--- src/rtl/mux_rr_pkg.sv ---
// Shared definitions for the round-robin word mux: FSM encoding, default
// parameters and a constant clog2 helper.
package mux_rr_pkg;

  typedef enum logic {
    ST_IDLE = 1'b0,
    ST_OWN  = 1'b1
  } state_t;

  localparam int DEF_N     = 4;
  localparam int DEF_WIDTH = 8;
  localparam int DEF_BURST = 2;

  // Width of the burst counter; BURST tops out at 15.
  localparam int BCW = 4;

  function automatic int clog2(input int v);
    int r;
    r = 0;
    for (int i = 0; i < 31; i++) begin
      if ((1 << i) < v) r = i + 1;
    end
    return r;
  endfunction

endpackage

--- src/rtl/mux_rr_arb_if.sv ---
// Channel-side and lane-side signals of mux_rr_arb. The chan_out tag is
// present only when MUX_RR_CHAN_ID_EN is defined.
interface mux_rr_arb_if #(
  parameter int N     = mux_rr_pkg::DEF_N,
  parameter int WIDTH = mux_rr_pkg::DEF_WIDTH
);
  localparam int CW = mux_rr_pkg::clog2(N);

  logic [N*WIDTH-1:0] data_in;
  logic [N-1:0]       valid_in;
  logic [N-1:0]       pop;
  logic [WIDTH-1:0]   data_out;
  logic               valid_out;
  logic               ready_out;
`ifdef MUX_RR_CHAN_ID_EN
  logic [CW-1:0]      chan_out;

  modport slave  (input  data_in, valid_in, ready_out,
                  output pop, data_out, valid_out, chan_out);
  modport master (output data_in, valid_in, ready_out,
                  input  pop, data_out, valid_out, chan_out);
`else
  modport slave  (input  data_in, valid_in, ready_out,
                  output pop, data_out, valid_out);
  modport master (output data_in, valid_in, ready_out,
                  input  pop, data_out, valid_out);
`endif

endinterface

--- src/rtl/mux_rr_arb_rr_pick.sv ---
// Rotating priority encoder: grants the first set req bit after base,
// wrapping N-1 -> 0, with base itself searched last.
module rr_pick #(
  parameter int N  = 4,
  parameter int CW = 2
) (
  input  logic [N-1:0]  req,
  input  logic [CW-1:0] base,
  output logic [CW-1:0] gnt_idx,
  output logic          gnt_any
);

  // NOTE: every output gets a default before the loop so no latch is inferred.
  always_comb begin
    gnt_idx = '0;
    gnt_any = 1'b0;
    // Walk from the farthest offset down so the nearest requester wins.
    for (int i = N; i >= 1; i--) begin
      if (req[(int'(base) + i) % N]) begin
        gnt_any = 1'b1;
        gnt_idx = CW'((int'(base) + i) % N);
      end
    end
  end

endmodule

--- src/rtl/mux_rr_arb.sv ---
// N:1 round-robin word mux with bounded bursts and a registered ready/valid
// output. Define MUX_RR_CHAN_ID_EN to add the chan_out source tag.
module mux_rr_arb
  import mux_rr_pkg::*;
#(
  parameter int N     = DEF_N,
  parameter int WIDTH = DEF_WIDTH,
  parameter int BURST = DEF_BURST
) (
  input  logic         clk,
  input  logic         reset,
  mux_rr_arb_if.slave  bus
);

  localparam int CW = clog2(N);

  state_t           r_state, w_state_nxt;
  logic [CW-1:0]    r_last, w_last_nxt;
  logic [BCW-1:0]   r_burst_cnt, w_burst_nxt;
  logic [WIDTH-1:0] r_data, w_data_nxt;
  logic             r_valid, w_valid_nxt;
  logic             w_free, w_cont, w_load, w_pick_any;
  logic [CW-1:0]    w_pick_idx, w_g;
  logic [N-1:0]     w_pop;
`ifdef MUX_RR_CHAN_ID_EN
  logic [CW-1:0]    r_chan, w_chan_nxt;
`endif

  rr_pick #(.N(N), .CW(CW)) u_pick (
    .req     (bus.valid_in),
    .base    (r_last),
    .gnt_idx (w_pick_idx),
    .gnt_any (w_pick_any)
  );

  always_comb begin
    w_free      = !r_valid || bus.ready_out;
    w_cont      = (r_state == ST_OWN) && bus.valid_in[r_last]
                  && (r_burst_cnt < BCW'(BURST));
    w_g         = w_cont ? r_last : w_pick_idx;
    w_load      = w_free && (w_cont || w_pick_any) && !reset;
    w_state_nxt = r_state;
    w_last_nxt  = r_last;
    w_burst_nxt = r_burst_cnt;
    w_data_nxt  = r_data;
    w_valid_nxt = r_valid;
    w_pop       = '0;
`ifdef MUX_RR_CHAN_ID_EN
    w_chan_nxt  = r_chan;
`endif
    if (w_free) begin
      if (w_cont || w_pick_any) begin
        w_pop[w_g]  = w_load;
        w_data_nxt  = bus.data_in[int'(w_g)*WIDTH +: WIDTH];
        w_valid_nxt = 1'b1;
        w_last_nxt  = w_g;
`ifdef MUX_RR_CHAN_ID_EN
        w_chan_nxt  = w_g;
`endif
        if (w_cont) begin
          w_burst_nxt = r_burst_cnt + 1'b1;
        end else begin
          w_burst_nxt = BCW'(1);
          // A single-word burst never owns the lane, so it stays in IDLE.
          w_state_nxt = (BURST > 1) ? ST_OWN : ST_IDLE;
        end
      end else begin
        w_valid_nxt = 1'b0;
        w_burst_nxt = '0;
        w_state_nxt = ST_IDLE;
      end
    end
  end

  // NOTE: state registers use non-blocking assignments so all update together.
  always_ff @(posedge clk or posedge reset) begin
    if (reset) begin
      r_state     <= ST_IDLE;
      r_last      <= CW'(N - 1);
      r_burst_cnt <= '0;
      r_data      <= '0;
      r_valid     <= 1'b0;
`ifdef MUX_RR_CHAN_ID_EN
      r_chan      <= '0;
`endif
    end else begin
      r_state     <= w_state_nxt;
      r_last      <= w_last_nxt;
      r_burst_cnt <= w_burst_nxt;
      r_data      <= w_data_nxt;
      r_valid     <= w_valid_nxt;
`ifdef MUX_RR_CHAN_ID_EN
      r_chan      <= w_chan_nxt;
`endif
    end
  end

  assign bus.pop       = w_pop;
  assign bus.data_out  = r_data;
  assign bus.valid_out = r_valid;
`ifdef MUX_RR_CHAN_ID_EN
  assign bus.chan_out  = r_chan;
`endif

endmodule

--- src/flat_wrapper.sv ---
// flat-port wrapper written by rule: the top's interface ports become plain ports
module mux_rr_arb_flat import mux_rr_pkg::*;
#(
  parameter int N     = DEF_N,
  parameter int WIDTH = DEF_WIDTH,
  parameter int BURST = DEF_BURST
)
  (clk, reset, bus_data_in, bus_valid_in, bus_ready_out, bus_pop, bus_data_out, bus_valid_out);
  mux_rr_arb_if #(.N(N), .WIDTH(WIDTH)) bus_i ();
  input  logic clk;
  input  logic reset;
  input wire logic [$bits(bus_i.data_in)-1:0] bus_data_in;
  input wire logic [$bits(bus_i.valid_in)-1:0] bus_valid_in;
  input wire logic [$bits(bus_i.ready_out)-1:0] bus_ready_out;
  output wire logic [$bits(bus_i.pop)-1:0] bus_pop;
  output wire logic [$bits(bus_i.data_out)-1:0] bus_data_out;
  output wire logic [$bits(bus_i.valid_out)-1:0] bus_valid_out;
  assign bus_i.data_in = bus_data_in;
  assign bus_i.valid_in = bus_valid_in;
  assign bus_i.ready_out = bus_ready_out;
  assign bus_pop = bus_i.pop;
  assign bus_data_out = bus_i.data_out;
  assign bus_valid_out = bus_i.valid_out;
  mux_rr_arb #(.N(N), .WIDTH(WIDTH), .BURST(BURST)) u_core (.clk(clk), .reset(reset), .bus(bus_i));
endmodule
--- config.mk ---
export PLATFORM = sky130hd
export DESIGN_NAME = mux_rr_arb_flat
export DESIGN_NICKNAME = d
export VERILOG_FILES = /design/src/rtl/mux_rr_pkg.sv /design/src/rtl/mux_rr_arb_if.sv /design/src/rtl/mux_rr_arb_rr_pick.sv /design/src/rtl/mux_rr_arb.sv /design/src/flat_wrapper.sv
export SDC_FILE = /design/constraint.sdc
export NUM_CORES = 1
export LEC_CHECK = 0
export CORE_MARGIN = 2
export CORE_UTILIZATION = 41
export DETAILED_ROUTE_END_ITERATION = 10
export PLACE_DENSITY_LB_ADDON = 0.25
export RECOVER_POWER = 50
export SYNTH_ARGS = -nofsm -noshare
export SYNTH_HDL_FRONTEND = slang
export SYNTH_SLANG_ARGS = --single-unit
--- constraint.sdc ---
create_clock -name clk -period 2.3 [get_ports clk]
set_input_delay 0.46 -clock clk [delete_from_list [all_inputs] [get_ports clk]]
set_output_delay 0.46 -clock clk [all_outputs]
set_load 0.03 [all_outputs]
==> flow_summary.rst, run 1 <==
.. list-table::
   :header-rows: 1

   * - Metric
     - Value
   * - Status
     - finished, violations left
   * - Violations in the final reports
     - setup timing
   * - Ordered cell list for the critical path
     - nor4b_4, buf_4, a21o_1, nand3_1, o21ai_2, nand2_2, nor3b_2, buf_4
   * - Number of flops mapped to enable cells by yosys
     - 0
   * - Total of warnings raised by yosys
     - 0
   * - WL final
     - between 3 and 4 mm
   * - Effective utilization at floorplan
     - 42.1%
   * - Critical path's slowest cell
     - sky130_fd_sc_hd__dfrtp_1
   * - Synth Register Bits
     - 16
   * - # H-tree levels
     - 1
   * - Slack of the critical path
     - -0.174 ns
   * - Final worst path period need
     - 2.47 ns
   * - Kind of capture point of the worst setup path
     - primary output
   * - Filler-free cell count of the finished design
     - between 200 and 250
   * - Power per Cell Area
     - 1090 mW/mm^2
   * - Count of endpoints failing setup in the final report
     - 4
   * - Setup repair after global routing missed its margin
     - true
   * - CTS tree
     - built
   * - Total routing usage reported by global routing
     - 20.3%
   * - First-pass GRT wire length
     - around 5.2 mm
   * - DR DRC count
     - 0
   * - ANT nets after route
     - 0
   * - Most instantiated cells after synthesis
     - sky130_fd_sc_hd__nand2_1 (17), sky130_fd_sc_hd__mux2i_1 (16), sky130_fd_sc_hd__dfrtp_1 (14), sky130_fd_sc_hd__o221ai_1 (8), sky130_fd_sc_hd__o21ai_0 (7)
   * - Cell count after placement
     - around 200
   * - Vertical die dimension
     - 56.8 um
   * - Die Wd
     - approximately 57 um
   * - Max-cap violation count
     - 0
   * - Routability Congestion
     - 0.738
   * - Class of the most critical hold timing path
     - register to register
   * - Placeable core region
     - 0.00271 sq mm
   * - Fraction of layout cells with a size suffix above 1
     - 29.6%
   * - Clock net sink count
     - 16
   * - Number of antenna diodes
     - 0
   * - Synth-to-Final Area Change
     - 64.6%
   * - Count of pins over their slew limit
     - 0
   * - Inserted Clock Buffers
     - 3
   * - Nets in the synthesized netlist
     - 154
   * - Async set-reset flop share out of synthesis
     - 100%
   * - WL/cell
     - 14.8 um
   * - Final Skew
     - 0.00561 ns
   * - Max rail drop VDD
     - 0.000997 V
   * - CP max FO
     - 4
   * - Boundary Pins
     - 52
   * - Tightest slew margin relative to the limit
     - 59.3%
   * - DR vias
     - ~1200
   * - Avg Synthesized Cell Area
     - approximately 10 sq um
   * - Share of the synthesized area in the top cell type
     - 30.7%
   * - Count of fill cells added during filler insertion
     - between 200 and 250
   * - Antenna violations before repair
     - 0
   * - Number of core rows
     - 19
   * - Synthesized instance count
     - 114
   * - Post-Synthesis Cell Area
     - 0.00114 sq mm
   * - Final hold violation count
     - 0
   * - CP dominant cell by count
     - sky130_fd_sc_hd__buf_4
   * - Final clock period utilization by the worst path
     - 108%
   * - Total leakage power
     - 0.839 nW
   * - Final net count
     - ~230
   * - Portion of the post-synthesis area used by sequential elements
     - between 30% and 40%
   * - Startpoint Class
     - register
   * - Post-placement setup slack
     - -0.429 ns
   * - Number of vias per cell after detailed routing
     - 5.41
   * - Area enclosed by the die boundary
     - 0.00322 sq mm
   * - Buffer cell driving the clock tree root
     - sky130_fd_sc_hd__clkbuf_4
   * - Register clock-pin slew on the reported worst setup and hold paths
     - about 0.10 ns
   * - Post-synthesis cell type with the largest combined area
     - sky130_fd_sc_hd__dfrtp_1
   * - Number of port buffers
     - 51
   * - Iter 0 DRT Violations
     - 26
   * - Fmax
     - 404 MHz
   * - Fin Hold WS
     - 0.500 ns
   * - Global route overflow
     - 0
   * - Area contributors post-synth
     - sky130_fd_sc_hd__dfrtp_1 (31%), sky130_fd_sc_hd__mux2i_1 (14%), sky130_fd_sc_hd__o221ai_1 (6.1%), sky130_fd_sc_hd__nand2_1 (5.6%), sky130_fd_sc_hd__dfstp_2 (4.6%)
   * - Most frequent cell after synthesis
     - sky130_fd_sc_hd__nand2_1
   * - Critical Path Max Stage Delay
     - ~0.42 ns
   * - Total half-perimeter wirelength after legalization and detailed placement
     - 2.40 mm
   * - Clock tree buffer depth
     - 2
   * - Arrival time at the worst endpoint
     - between 2 and 2.5 ns
   * - Core Util, Final
     - 69.3%
   * - Maximum number of pins on one net before global-route repair
     - 17
   * - WP data required
     - 1.84 ns
   * - Number of global-route vias before repair
     - roughly 1200
   * - Distinct cell type count of the synthesized netlist
     - 41
   * - Detailed-routing iteration count for the pre-antenna-repair pass
     - 4
   * - Actual transition at the worst max-transition pin
     - around 0.61 ns
   * - Classification of the worst setup path
     - register to primary output
   * - Top_reg_cell synth
     - sky130_fd_sc_hd__dfrtp_1
   * - Insertion delay to the later sink of the worst-skew pair
     - approximately 0.29 ns
-- layout by cell type, fill, tap and decap left out, drive strengths merged, types with 6 or more instances in the layout --
master / instances
o21ai: 9
mux2i: 16
clkbuf: 6
dfrtp: 14
o221ai: 8
nand2: 18
buf: 27
clkdlybuf4s50: 43
-- registers in the layout, indices dropped and copies added, names as in the netlist --
register	count
u_core.bus.valid_out	1
u_core.bus.data_out	8
u_core.r_burst_cnt	4
u_core.r_state	1
u_core.r_last	2
-- through the flow --
step / setup TNS (ns) / power, mW / cell area [sq um]
4_1_cts: -0.598 / 1.94 / 1830
5_1_grt: -1.05 / 2.17 / 1880
2_1_floorplan: -0.0912 / 1.30 / 1160
3_5_place_dp: -4.27 / 1.64 / 1730
3_3_place_gp: -3.22 / 1.61 / 1730
6_report: -0.637 / 2.04 / 1880
-- worst paths after layout --
path                                             start                      to  slack [ns]  cells past startpoint
worst max register to register   u_core.r_burst_cnt[3]  u_core.bus.data_out[7]        0.10                     10
worst min register to register  u_core.bus.data_out[3]  u_core.bus.data_out[3]        0.50                      2
worst max-delay path             u_core.r_burst_cnt[3]              bus_pop[2]       -0.17                      8
worst min-delay path            u_core.bus.data_out[3]  u_core.bus.data_out[3]        0.50                      2
max in group asynchronous                        reset          u_core.r_state        1.14                      2
min in group asynchronous                        reset  u_core.bus.data_out[3]        0.76                      2
-- critical path, delay by kind of cell, from the launching register on --
family                 cells  cell delay [ns]
flip-flops                 1             0.42
buffers and inverters      2             0.37
AND/OR/NAND/NOR            4             0.73
AO/OA/AOI/OAI              2             0.22
-- layout make-up --
type                       instances  area [sq um]  area share [%]
multi-input combinational         86           702            37.4
timing repair buffer              76           683            36.4
sequential                        16           403            21.5
tap                               31          38.8            2.07
clock buffer                       4          36.3            1.93
inverter                           4          15.0           0.799
-- where the power goes --
group | internal, mW | switching, mW
Clock | 0.0965 | 0.0938
Combinational | 0.699 | 0.666
Sequential | 0.399 | 0.0886
-- timing repair --
| item | in CTS | in global routing |
|---|---|---|
| hold buffers | 0 | 0 |
| endpoints found under the setup margin | 11 | 4 |
| gates resized for setup | 13 | 5 |
| endpoints found under the hold margin | 0 | 0 |
| setup buffers | 5 | 6 |
| pin swaps | 2 | 3 |
-- per-layer routing --
layer	global-route usage (%)	vias up	part of all wire [%]	routed length (um)
met2	34.9	40	51	1640
met5	0	-	0	0
met4	3.65	0	0.50	16
met3	5.53	5	5.5	177
met1	25.7	559	43	1370
li1	-	569	-	-
-- cells by family (layout without fill, tap and decap cells) --
kind of cell             count (synthesis)  count (layout)  synth area share [%]
AO/OA/AOI/OAI                           31              31                  20.9
adder cells (fa/ha/maj)                  1               1                  1.10
buffers and inverters                   12              84                  7.67
flip-flops                              16              16                  35.3
multiplexers                            18              18                  17.3
AND/OR/NAND/NOR                         36              36                  17.7
Power figures use the tool's default switching activity.
==> run 2: changes to the inputs <==
--- a/config.mk
+++ b/config.mk
@@ -5,6 +5,7 @@
 export SDC_FILE = /design/constraint.sdc
 export NUM_CORES = 1
 export LEC_CHECK = 0
+export CORE_ASPECT_RATIO = 0.5
 export CORE_MARGIN = 2
 export CORE_UTILIZATION = 41
 export DETAILED_ROUTE_END_ITERATION = 10
==> flow_summary.rst, run 2 (synthesis gave the netlist of run 1 again) <==
.. list-table::
   :header-rows: 1

   * - Metric
     - Value
   * - Status
     - finished, violations left
   * - Violations in the final reports
     - setup timing
   * - Total negative setup slack
     - -0.567 ns
   * - Clock Power Share
     - 11.8%
   * - Max FFs per register
     - 8
   * - Clock tree buffer depth
     - 2
   * - End of the critical path
     - bus_pop[0]
   * - Die Wd
     - 78.6 um
   * - Fmax
     - 404 MHz
   * - Critical path's slowest cell
     - sky130_fd_sc_hd__dfrtp_1
   * - Kind of capture point of the worst setup path
     - primary output
   * - Maximum number of pins on one net before global-route repair
     - 17
   * - WL/cell
     - 14.0 um
   * - # H-tree levels
     - 1
   * - Classification of the worst setup path
     - register to primary output
   * - R2r startpoint
     - u_core.r_last[0]
   * - Iter 0 DRT Violations
     - 24
   * - Number of core rows
     - 13
   * - Critical Path Max Stage Delay
     - just over 0.4 ns
   * - Reg-to-reg setup timing slack
     - 0.18 ns
   * - Switching Share
     - 41.0%
   * - CP dominant cell by count
     - sky130_fd_sc_hd__o21ai_2
   * - Commonest non-fill, non-tap cell in the layout
     - sky130_fd_sc_hd__clkdlybuf4s50_1
   * - Start point of the critical path
     - u_core.r_burst_cnt[3]
   * - DR vias
     - 1158
   * - Placeable core region
     - 0.00262 sq mm
   * - Number of vias per cell after detailed routing
     - around 5.2
   * - Post-placement setup slack
     - -0.440 ns
   * - Detailed-routing iteration count for the pre-antenna-repair pass
     - 4
   * - Tightest slew margin relative to the limit
     - ~60%
   * - Routability Congestion
     - about 0.86
   * - Class of the most critical hold timing path
     - register to register
   * - ANT nets after route
     - 0
   * - Final clock period utilization by the worst path
     - 108%
   * - Inserted Clock Buffers
     - 3
   * - DR DRC count
     - 0
   * - Effective utilization at floorplan
     - 43.6%
   * - Relative contribution of sequential cells to total power
     - 23.6%
   * - CTS tree
     - built
   * - Pint
     - 1.23 mW
   * - Net Sw Power
     - 858 uW
   * - Number of port buffers
     - 51
   * - Clock net sink count
     - 16
   * - Ordered cell list for the critical path
     - nor4b_4, o21ai_2, a21oi_2, o21ai_2, or2_0, buf_4, nor3b_4, buf_6
   * - Boundary Pins
     - 52
   * - Total half-perimeter wirelength after legalization and detailed placement
     - 2.29 mm
   * - Part of the power in combinational logic
     - 64.6%
   * - Vertical die dimension
     - around 41 um
   * - Design Power
     - 2.09 mW
   * - Final net count
     - 227
   * - Actual transition at the worst max-transition pin
     - 0.620 ns
   * - Max-cap violation count
     - 0
   * - Buffer cell driving the clock tree root
     - sky130_fd_sc_hd__clkbuf_8
   * - Count of endpoints failing setup in the final report
     - 4
   * - Placed instance area
     - 0.00176 sq mm
   * - Global route overflow
     - 0
   * - Design Area, Final
     - 0.00192 sq mm
   * - Number of antenna diodes
     - 0
   * - # hold bufs at CTS
     - 0
   * - Final Skew
     - 0.00132 ns
   * - Fraction of layout cells with a size suffix above 1
     - 30.6%
   * - Antenna violations before repair
     - 0
   * - Bufs and invs on worst path
     - 2
   * - FF-to-FF path depth
     - 8
   * - First-pass GRT wire length
     - 4.75 mm
   * - Power per Cell Area
     - 1090 mW/mm^2
   * - Total routing usage reported by global routing
     - slightly below 20%
   * - Register clock-pin slew on the reported worst setup and hold paths
     - 0.06 ns
   * - Insertion delay to the later sink of the worst-skew pair
     - 0.25 ns
   * - Final worst path period need
     - 2.48 ns
   * - Setup repair after global routing missed its margin
     - true
   * - Commonest non-fill, non-tap cells in the layout
     - sky130_fd_sc_hd__clkdlybuf4s50_1 (43), sky130_fd_sc_hd__buf_4 (24), sky130_fd_sc_hd__nand2_1 (16), sky130_fd_sc_hd__mux2i_1 (16), sky130_fd_sc_hd__dfrtp_1 (14)
   * - Slack of the critical path
     - -0.176 ns
   * - Core Util, Final
     - between 70% and 80%
   * - Worst reg2reg path endpoint
     - u_core.bus.data_out[1]
   * - CP max FO
     - 4
   * - WL final
     - just over 3 mm
   * - Final hold violation count
     - 0
   * - Startpoint Class
     - register
   * - Number of global-route vias before repair
     - 1088
   * - Max rail drop VDD
     - between 0.0006 and 0.0007 V
   * - Synth-to-Final Area Change
     - 68.4%
   * - Count of fill cells added during filler insertion
     - roughly 180
   * - Arrival time at the worst endpoint
     - 2.02 ns
   * - WP data required
     - 1.84 ns
   * - Total leakage power
     - 0.851 nW
   * - Area enclosed by the die boundary
     - 0.00325 sq mm
   * - Cell depth of the worst setup path
     - 8
   * - Count of pins over their slew limit
     - 0
   * - Crit path max-delay family
     - simple AND/OR/NAND/NOR gates
run 2: changes by cell type in the layout (fill, tap and decap cells not counted), moves of 2 or more:
cell                       change
sky130_fd_sc_hd__clkbuf_4      -3
sky130_fd_sc_hd__clkbuf_8      +3
sky130_fd_sc_hd__o21ai_1       -2
sky130_fd_sc_hd__o21ai_2       +2
run 2: routing by layer:
metal,share of wire (%),global-route usage (%)
met1,45,22.8
met2,51,40.0
met3,3.6,3.88
met4,0.48,3.51
met5,0,0
run 2: worst min-delay path by stage:
| stage | cells past startpoint | startpoint | endpoint |
|---|---|---|---|
| 5_1_grt | 2 | u_core.bus.data_out[6] | u_core.bus.data_out[6] |
| 3_3_place_gp | 2 | u_core.bus.data_out[6] | u_core.bus.data_out[6] |
| 2_1_floorplan | 1 | reset | u_core.bus.data_out[0] |
| 3_5_place_dp | 2 | u_core.bus.data_out[2] | u_core.bus.data_out[2] |
| 4_1_cts | 2 | u_core.bus.data_out[6] | u_core.bus.data_out[6] |
| 6_report | 2 | u_core.bus.data_out[6] | u_core.bus.data_out[6] |
run 2: area by class of cell:
| cell class | instances | area, sq um | share of cell area (%) |
|---|---|---|---|
| timing repair buffer | 76 | 689 | 35.9 |
| clock buffer | 4 | 55.1 | 2.86 |
| tap | 37 | 46.3 | 2.41 |
| inverter | 4 | 15.0 | 0.781 |
| multi-input combinational | 86 | 713 | 37.1 |
| sequential | 16 | 403 | 21.0 |
run 2: timing repair:
action	in CTS	in global routing
buffers inserted	6	3
endpoints found under the setup margin	12	4
pin swaps	2	2
resized for setup	15	5
cloned	0	0
run 2: power by group through the flow:
stage	Clock [mW]	Sequential [mW]	Combinational [mW]
2_1_floorplan	0	0.599	0.696
3_3_place_gp	0	0.509	1.12
3_5_place_dp	0	0.508	1.14
4_1_cts	0.255	0.499	1.27
5_1_grt	0.265	0.507	1.43
6_report	0.248	0.493	1.35
run 2: worst reg2reg max path, cell delays in order, from the launching register on:
cell and delay [ns]:
sky130_fd_sc_hd__dfstp_2 0.57, sky130_fd_sc_hd__inv_1 0.13, sky130_fd_sc_hd__o21ai_2 0.19, sky130_fd_sc_hd__a21oi_2 0.09
sky130_fd_sc_hd__o311ai_4 0.34, sky130_fd_sc_hd__buf_6 0.18, sky130_fd_sc_hd__buf_4 0.17, sky130_fd_sc_hd__mux2i_1 0.20
sky130_fd_sc_hd__o221ai_1 0.13
run 2: per-stage QoR:
step / hold slack (ns) / cells
2_1_floorplan: 0.372 / 114
3_3_place_gp: 0.470 / 210
3_5_place_dp: 0.480 / 210
4_1_cts: 0.496 / 220
5_1_grt: 0.537 / 223
6_report: 0.498 / 223
